==> src/rtl/itch_pkg.sv <==
// Shared ITCH decode definitions: source IDs, message type codes and the
// per-decoder result layouts that are zero-extended onto the result bus.
package itch_pkg;

  localparam int SRC_ADD     = 0;
  localparam int SRC_CANCEL  = 1;
  localparam int SRC_DELETE  = 2;
  localparam int SRC_REPLACE = 3;
  localparam int SRC_EXEC    = 4;
  localparam int SRC_EXEC_PX = 5;

  localparam logic [7:0] TYPE_ADD     = 8'h41;  // 'A'
  localparam logic [7:0] TYPE_CANCEL  = 8'h58;  // 'X'
  localparam logic [7:0] TYPE_DELETE  = 8'h44;  // 'D'
  localparam logic [7:0] TYPE_REPLACE = 8'h55;  // 'U'
  localparam logic [7:0] TYPE_EXEC    = 8'h45;  // 'E'
  localparam logic [7:0] TYPE_EXEC_PX = 8'h43;  // 'C'

  typedef struct packed {
    logic [63:0] order_ref;
    logic [31:0] shares;
    logic [31:0] price;
  } add_result_t;

  typedef struct packed {
    logic [63:0] order_ref;
    logic [31:0] canceled_shares;
  } cancel_result_t;

  typedef struct packed {
    logic [63:0] order_ref;
  } delete_result_t;

  typedef struct packed {
    logic [63:0] orig_ref;
    logic [63:0] new_ref;
  } replace_result_t;

  typedef struct packed {
    logic [63:0] order_ref;
    logic [31:0] executed_shares;
  } exec_result_t;

  typedef struct packed {
    logic [63:0] order_ref;
    logic [31:0] executed_shares;
    logic [31:0] price;
  } exec_px_result_t;

  function automatic logic [7:0] type_of_src(input int src);
    case (src)
      SRC_ADD:     return TYPE_ADD;
      SRC_CANCEL:  return TYPE_CANCEL;
      SRC_DELETE:  return TYPE_DELETE;
      SRC_REPLACE: return TYPE_REPLACE;
      SRC_EXEC:    return TYPE_EXEC;
      default:     return TYPE_EXEC_PX;
    endcase
  endfunction

endpackage

==> src/rtl/itch_decode_arbiter_rr_arbiter.sv <==
// Round-robin arbiter: first requester at or after rr_ptr wins; the pointer
// moves just past the winner whenever a grant is consumed.
module rr_arbiter
  import itch_pkg::*;
#(
  parameter int NUM_SRC = 6,
  localparam int SRC_W  = $clog2(NUM_SRC)
) (
  input  logic               clk,
  input  logic               rst,
  input  logic [NUM_SRC-1:0] req,
  input  logic               advance,
  output logic [NUM_SRC-1:0] grant,
  output logic [SRC_W-1:0]   winner,
  output logic               any_req
);

  logic [SRC_W-1:0] rr_ptr;

  always_comb begin
    int idx;
    idx     = 0;
    grant   = '0;
    winner  = '0;
    any_req = 1'b0;
    for (int k = 0; k < NUM_SRC; k++) begin
      idx = (int'(rr_ptr) + k) % NUM_SRC;
      if (!any_req && req[idx]) begin
        any_req    = 1'b1;
        grant[idx] = 1'b1;
        winner     = SRC_W'(idx);
      end
    end
  end

  always_ff @(posedge clk or posedge rst) begin
    if (rst) begin
      rr_ptr <= '0;
    end else if (advance && any_req) begin
      rr_ptr <= (winner == SRC_W'(NUM_SRC - 1)) ? '0 : winner + 1'b1;
    end
  end

endmodule

==> src/rtl/itch_decode_arbiter.sv <==
// Buffers one-cycle decoder results in per-source slots and round-robins them
// onto a single valid/ready result bus, tracking drops and packet errors.
module itch_decode_arbiter
  import itch_pkg::*;
#(
  parameter int NUM_SRC   = 6,
  parameter int PAYLOAD_W = 128,
  parameter int CNT_W     = 16,
  localparam int SRC_W    = $clog2(NUM_SRC)
) (
  input  logic                           clk,
  input  logic                           rst,
  input  logic [NUM_SRC-1:0]             src_valid,
  input  logic [NUM_SRC-1:0]             src_invalid,
  input  logic [NUM_SRC*PAYLOAD_W-1:0]   src_payload,
  output logic                           out_valid,
  input  logic                           out_ready,
  output logic [SRC_W-1:0]               out_src,
  output logic [PAYLOAD_W-1:0]           out_payload,
  output logic [NUM_SRC-1:0]             overflow,
  output logic [NUM_SRC-1:0]             invalid_seen,
  output logic [CNT_W-1:0]               drop_count,
  input  logic                           clear_status
);

  logic [NUM_SRC-1:0]   pending;
  logic [NUM_SRC-1:0]   grant;
  logic [NUM_SRC-1:0]   capture;
  logic [NUM_SRC-1:0]   drop;
  logic [PAYLOAD_W-1:0] slot [NUM_SRC];
  logic [SRC_W-1:0]     winner;
  logic                 any_req;
  logic                 load;

  assign load = any_req && (!out_valid || out_ready);

  rr_arbiter #(.NUM_SRC(NUM_SRC)) u_rr_arbiter (
    .clk     (clk),
    .rst     (rst),
    .req     (pending),
    .advance (load),
    .grant   (grant),
    .winner  (winner),
    .any_req (any_req)
  );

  // A full slot still accepts a pulse when its content leaves this very cycle.
  always_comb begin
    capture = '0;
    drop    = '0;
    for (int i = 0; i < NUM_SRC; i++) begin
      if (src_valid[i] && !src_invalid[i]) begin
        capture[i] = !pending[i] || (load && grant[i]);
        drop[i]    = pending[i] && !(load && grant[i]);
      end
    end
  end

  always_ff @(posedge clk or posedge rst) begin
    if (rst) begin
      pending <= '0;
      for (int i = 0; i < NUM_SRC; i++) slot[i] <= '0;
    end else begin
      for (int i = 0; i < NUM_SRC; i++) begin
        if (capture[i]) begin
          pending[i] <= 1'b1;
          slot[i]    <= src_payload[i*PAYLOAD_W +: PAYLOAD_W];
        end else if (load && grant[i]) begin
          pending[i] <= 1'b0;
        end
      end
    end
  end

  always_ff @(posedge clk or posedge rst) begin
    if (rst) begin
      out_valid   <= 1'b0;
      out_src     <= '0;
      out_payload <= '0;
    end else if (load) begin
      out_valid   <= 1'b1;
      out_src     <= winner;
      out_payload <= slot[winner];
    end else if (out_ready) begin
      out_valid   <= 1'b0;
    end
  end

  // New events take priority over a simultaneous clear.
  always_ff @(posedge clk or posedge rst) begin
    if (rst) begin
      overflow     <= '0;
      invalid_seen <= '0;
      drop_count   <= '0;
    end else begin
      overflow     <= (clear_status ? '0 : overflow) | drop;
      invalid_seen <= (clear_status ? '0 : invalid_seen) | src_invalid;
      if (|drop) begin
        if (clear_status)     drop_count <= CNT_W'(1);
        else if (!(&drop_count)) drop_count <= drop_count + 1'b1;
      end else if (clear_status) begin
        drop_count <= '0;
      end
    end
  end

endmodule

==> config.mk <==
export PLATFORM = sky130hd
export DESIGN_NAME = itch_decode_arbiter
export DESIGN_NICKNAME = d
export VERILOG_FILES = /design/src/rtl/itch_pkg.sv /design/src/rtl/itch_decode_arbiter_rr_arbiter.sv /design/src/rtl/itch_decode_arbiter.sv
export SDC_FILE = /design/constraint.sdc
export NUM_CORES = 2
export LEC_CHECK = 0
export ABC_AREA = 1
export BUFFER_PORTS_ARGS = -buffer_cell sky130_fd_sc_hd__buf_2
export CORE_UTILIZATION = 30
export CTS_CLUSTER_SIZE = 30
export DETAILED_ROUTE_END_ITERATION = 12
export GPL_ROUTABILITY_DRIVEN = 0
export HOLD_SLACK_MARGIN = 0.08
export MAX_ROUTING_LAYER = met4
export PLACE_DENSITY_LB_ADDON = 0.25
export SETUP_SLACK_MARGIN = 0.5
export SLEW_MARGIN = 20
export SYNTH_ARGS = -nofsm -noshare
export SYNTH_HDL_FRONTEND = slang
export SYNTH_HIERARCHICAL = 1
export SYNTH_SLANG_ARGS = --single-unit
==> constraint.sdc <==
create_clock -name clk -period 65.3 [get_ports clk]
set_clock_uncertainty 0.2 [all_clocks]
set_input_delay 16.325 -clock clk [delete_from_list [all_inputs] [get_ports clk]]
set_output_delay 16.325 -clock clk [all_outputs]
set_load 0.01 [all_outputs]
==> impl_metrics.tcl <==
set metrics [dict create \
    tightest_slew_ns 1.06 \
    synth_compound_area_share_pct 12.9 \
    synthToLayoutAreaGrowth_pct 23.6 \
    synthAdderAreaFrac_pct 0.586 \
    routed_wl_um 157000 \
    clock_path_buffers 3 \
    fin_util_pct 37.3 \
    hp-start "out_src[1]$_DFFE_PP0N_" \
    cp_cell_sequence "buf_2 -> inv_1 -> a21oi_4 -> buf_4 -> inv_8 -> buf_4 -> buf_4 -> o311ai_0" \
    syn-cell-area_sq_um 42700 \
    drv_slew 0 \
    setup_viol 0 \
    via_per_inst 4.88 \
    cts_tree "built" \
    die_w_um 379 \
    hold_viol 0 \
    postCtsSetupBuffers 0 \
    path_buf_inv 6 \
    clock_latency_ns 0.73 \
    dp_cells 6735 \
    synth_top_family_by_area "multiplexers" \
    cts_buffers 106 \
    critPathArrivalTime_ns 19.49 \
    drt_iter0_drc 2141 \
    crit_type "in -> reg" \
    hold_path_class "reg -> reg" \
    final-instance-count-excl-fill 7030 \
    synth_common_cells "937 x dfrtp_1, 578 x o21ai_0, 551 x mux2_2, 529 x nor2_1, 359 x a21oi_1" \
    cp.required_ns 65.66 \
    ys_types 51 \
    hold_depth 2 \
    grt_pass1_vias 33500 \
    final_nets 5758 \
    clock_sinks 937 \
    synth_seq_cells 937 \
    start_util_pct 30.2 \
    hpwl_um 107000 \
    grt_max_degree 167 \
    vias 34300 \
    synth_xor_area_share_pct 0.144 \
    rows 138 \
    antenna_found_initial 103 \
    grt-ovfl-total 0 \
    port_buffers 943 \
    fin_crit_sh_pct 29.3 \
    period_minus_slack_ns 19.13 \
    core_sq_um 141000 \
    yosys.area_share.simple_pct 9.96 \
    track_usage_pct 21.8 \
    synth_area_per_cell_sq_um 10.3 \
    grt_pass1_wl_um 225000 \
    yosys_warnings 6 \
    holdWs_ns 0.272 \
    path_clk_slew_ns 0.06 \
    rsz0062_at_grt "no" \
    max_freq_mhz 52.3 \
    cp_max_fo 125 \
    holdPathEnd "out_src[1]$_DFFE_PP0N_" \
    drive_gt1_share_pct 35.5 \
    fin_tns_setup_ns 0 \
    critPathLaunchType "input pin" \
    drt_pass1_iterations 8 \
    end_kind "flip-flop" \
    slew_headroom_pct 29.1 \
    cp_slowest_cell "buf_4" \
    drc 0 \
    cts_hold_buf 0 \
    rr_worst_depth 28 \
    synthCells 4146 \
    avgRoutedWirePerCell_um 22.4 \
    synthFlopType "dfrtp_1" \
    synth-edff-count 0 \
    crit_family "buffers and inverters" \
    synth_most_common_cell "dfrtp_1" \
    synth_top_area_share_pct 54.9 \
    cpPeakStageDelay_ns 0.72 \
    die_area_sq_um 144000 \
    r2r_slack_ns 57.27 \
    yosysTopAreaCell "dfrtp_1" \
    syn_nets 4950 \
    status "complete, no violations" \
    die_h_um 379 \
    synth_mux_area_share_pct 16.5 \
    cap_viol_max_count 0 \
    r2r-start "u_rr_arbiter/rr_ptr[0]$_DFFE_PP0P_" \
    io_pins 944 \
    synth_area_leaders "dfrtp_1 55%, mux2_2 15%, o21ai_0 6.8%, nor2_1 4.7%, a21oi_1 4.2%" \
    ant_nets 0 \
    async_flop_share_pct 100 \
    worst_path_most_repeated_cell "buf_4" \
    reg2reg_to "out_payload[88]$_DFFE_PP0N_" \
    cts_resized 0 \
    seq_area_frac_synth_pct 54.9 \
    cts_htree_levels 3 \
    cts_root_buf "clkbuf_16" \
]
[cells by family after synthesis]
| kind of cell | Yosys count |
|---|---|
| and+or+nand+nor | 1015 |
| AOI/OAI and AO/OA | 1039 |
| muxes | 621 |
| DFF | 937 |
| xor gates and xnor gates | 7 |
| buffers and inverters | 507 |
| adders and majority gates | 20 |
[stage by stage]
| stage | instance area (sq um) | setup WS (ns) |
|---|---|---|
| after detailed placement | 48900 | 45.11 |
| after floorplan | 42700 | 22.51 |
| final | 52800 | 46.17 |
| after global placement | 48900 | 45.12 |
| after global routing | 52700 | 45.78 |
| after CTS | 52500 | 45.89 |
[registers in the layout, indices dropped and copies added, names as in the netlist]
signal               cells
slot                   768
out_payload            128
drop_count              16
invalid_seen             6
overflow                 6
pending                  6
out_src                  3
u_rr_arbiter/rr_ptr      3
out_valid                1
[per-layer routing]
| layer | track usage, % | wire length [um] |
|---|---|---|
| met5 | - | 0 |
| met2 | 34.7 | 75500 |
| met4 | 7.10 | 4620 |
| met1 | 26.4 | 65100 |
| met3 | 6.26 | 12000 |
[final cells by class]
class,count,area [sq um]
flip-flops and latches,937,23400
multi-input cells,2702,17200
clock buffers,158,3140
fillers,14300,88700
repair buffers,990,5130
well taps,1890,2360
inverters,217,845
diodes,102,255
clock inverters,34,383
[how the worst max path moves through the flow]
stage,from,cells past startpoint,endpoint
floorplan,rst,1,drop_count[0]$_DFFE_PP0P_
global placement,rst,5,out_payload[36]$_DFFE_PP0N_
detailed placement,rst,5,out_payload[36]$_DFFE_PP0N_
CTS,rst,5,slot[572]$_DFFE_PP0P_
global route,rst,6,slot[572]$_DFFE_PP0P_
finish,out_ready,8,out_payload[53]$_DFFE_PP0N_
[worst min-delay path, stage by stage (launching register included)]
cell and delay [ns]:
dfrtp_1 0.34, nand2_1 0.05, nand2_1 0.05
[cell usage in the layout (no fill, tap or decap), types with 34 or more instances in the layout]
| master | count |
|---|---|
| nand2_1 | 279 |
| mux2_2 | 551 |
| buf_2 | 943 |
| nand3_1 | 127 |
| dfrtp_1 | 937 |
| o21ai_0 | 578 |
| a21oi_1 | 359 |
| diode_2 | 102 |
| nor2_1 | 528 |
| inv_1 | 204 |
| o311ai_1 | 34 |
| mux2_1 | 60 |
| buf_4 | 43 |
| clkbuf_16 | 107 |
Power is left out: the tool's default activity adds up to more than one toggle a clock period on the data nets, which glitch-free logic cannot reach.
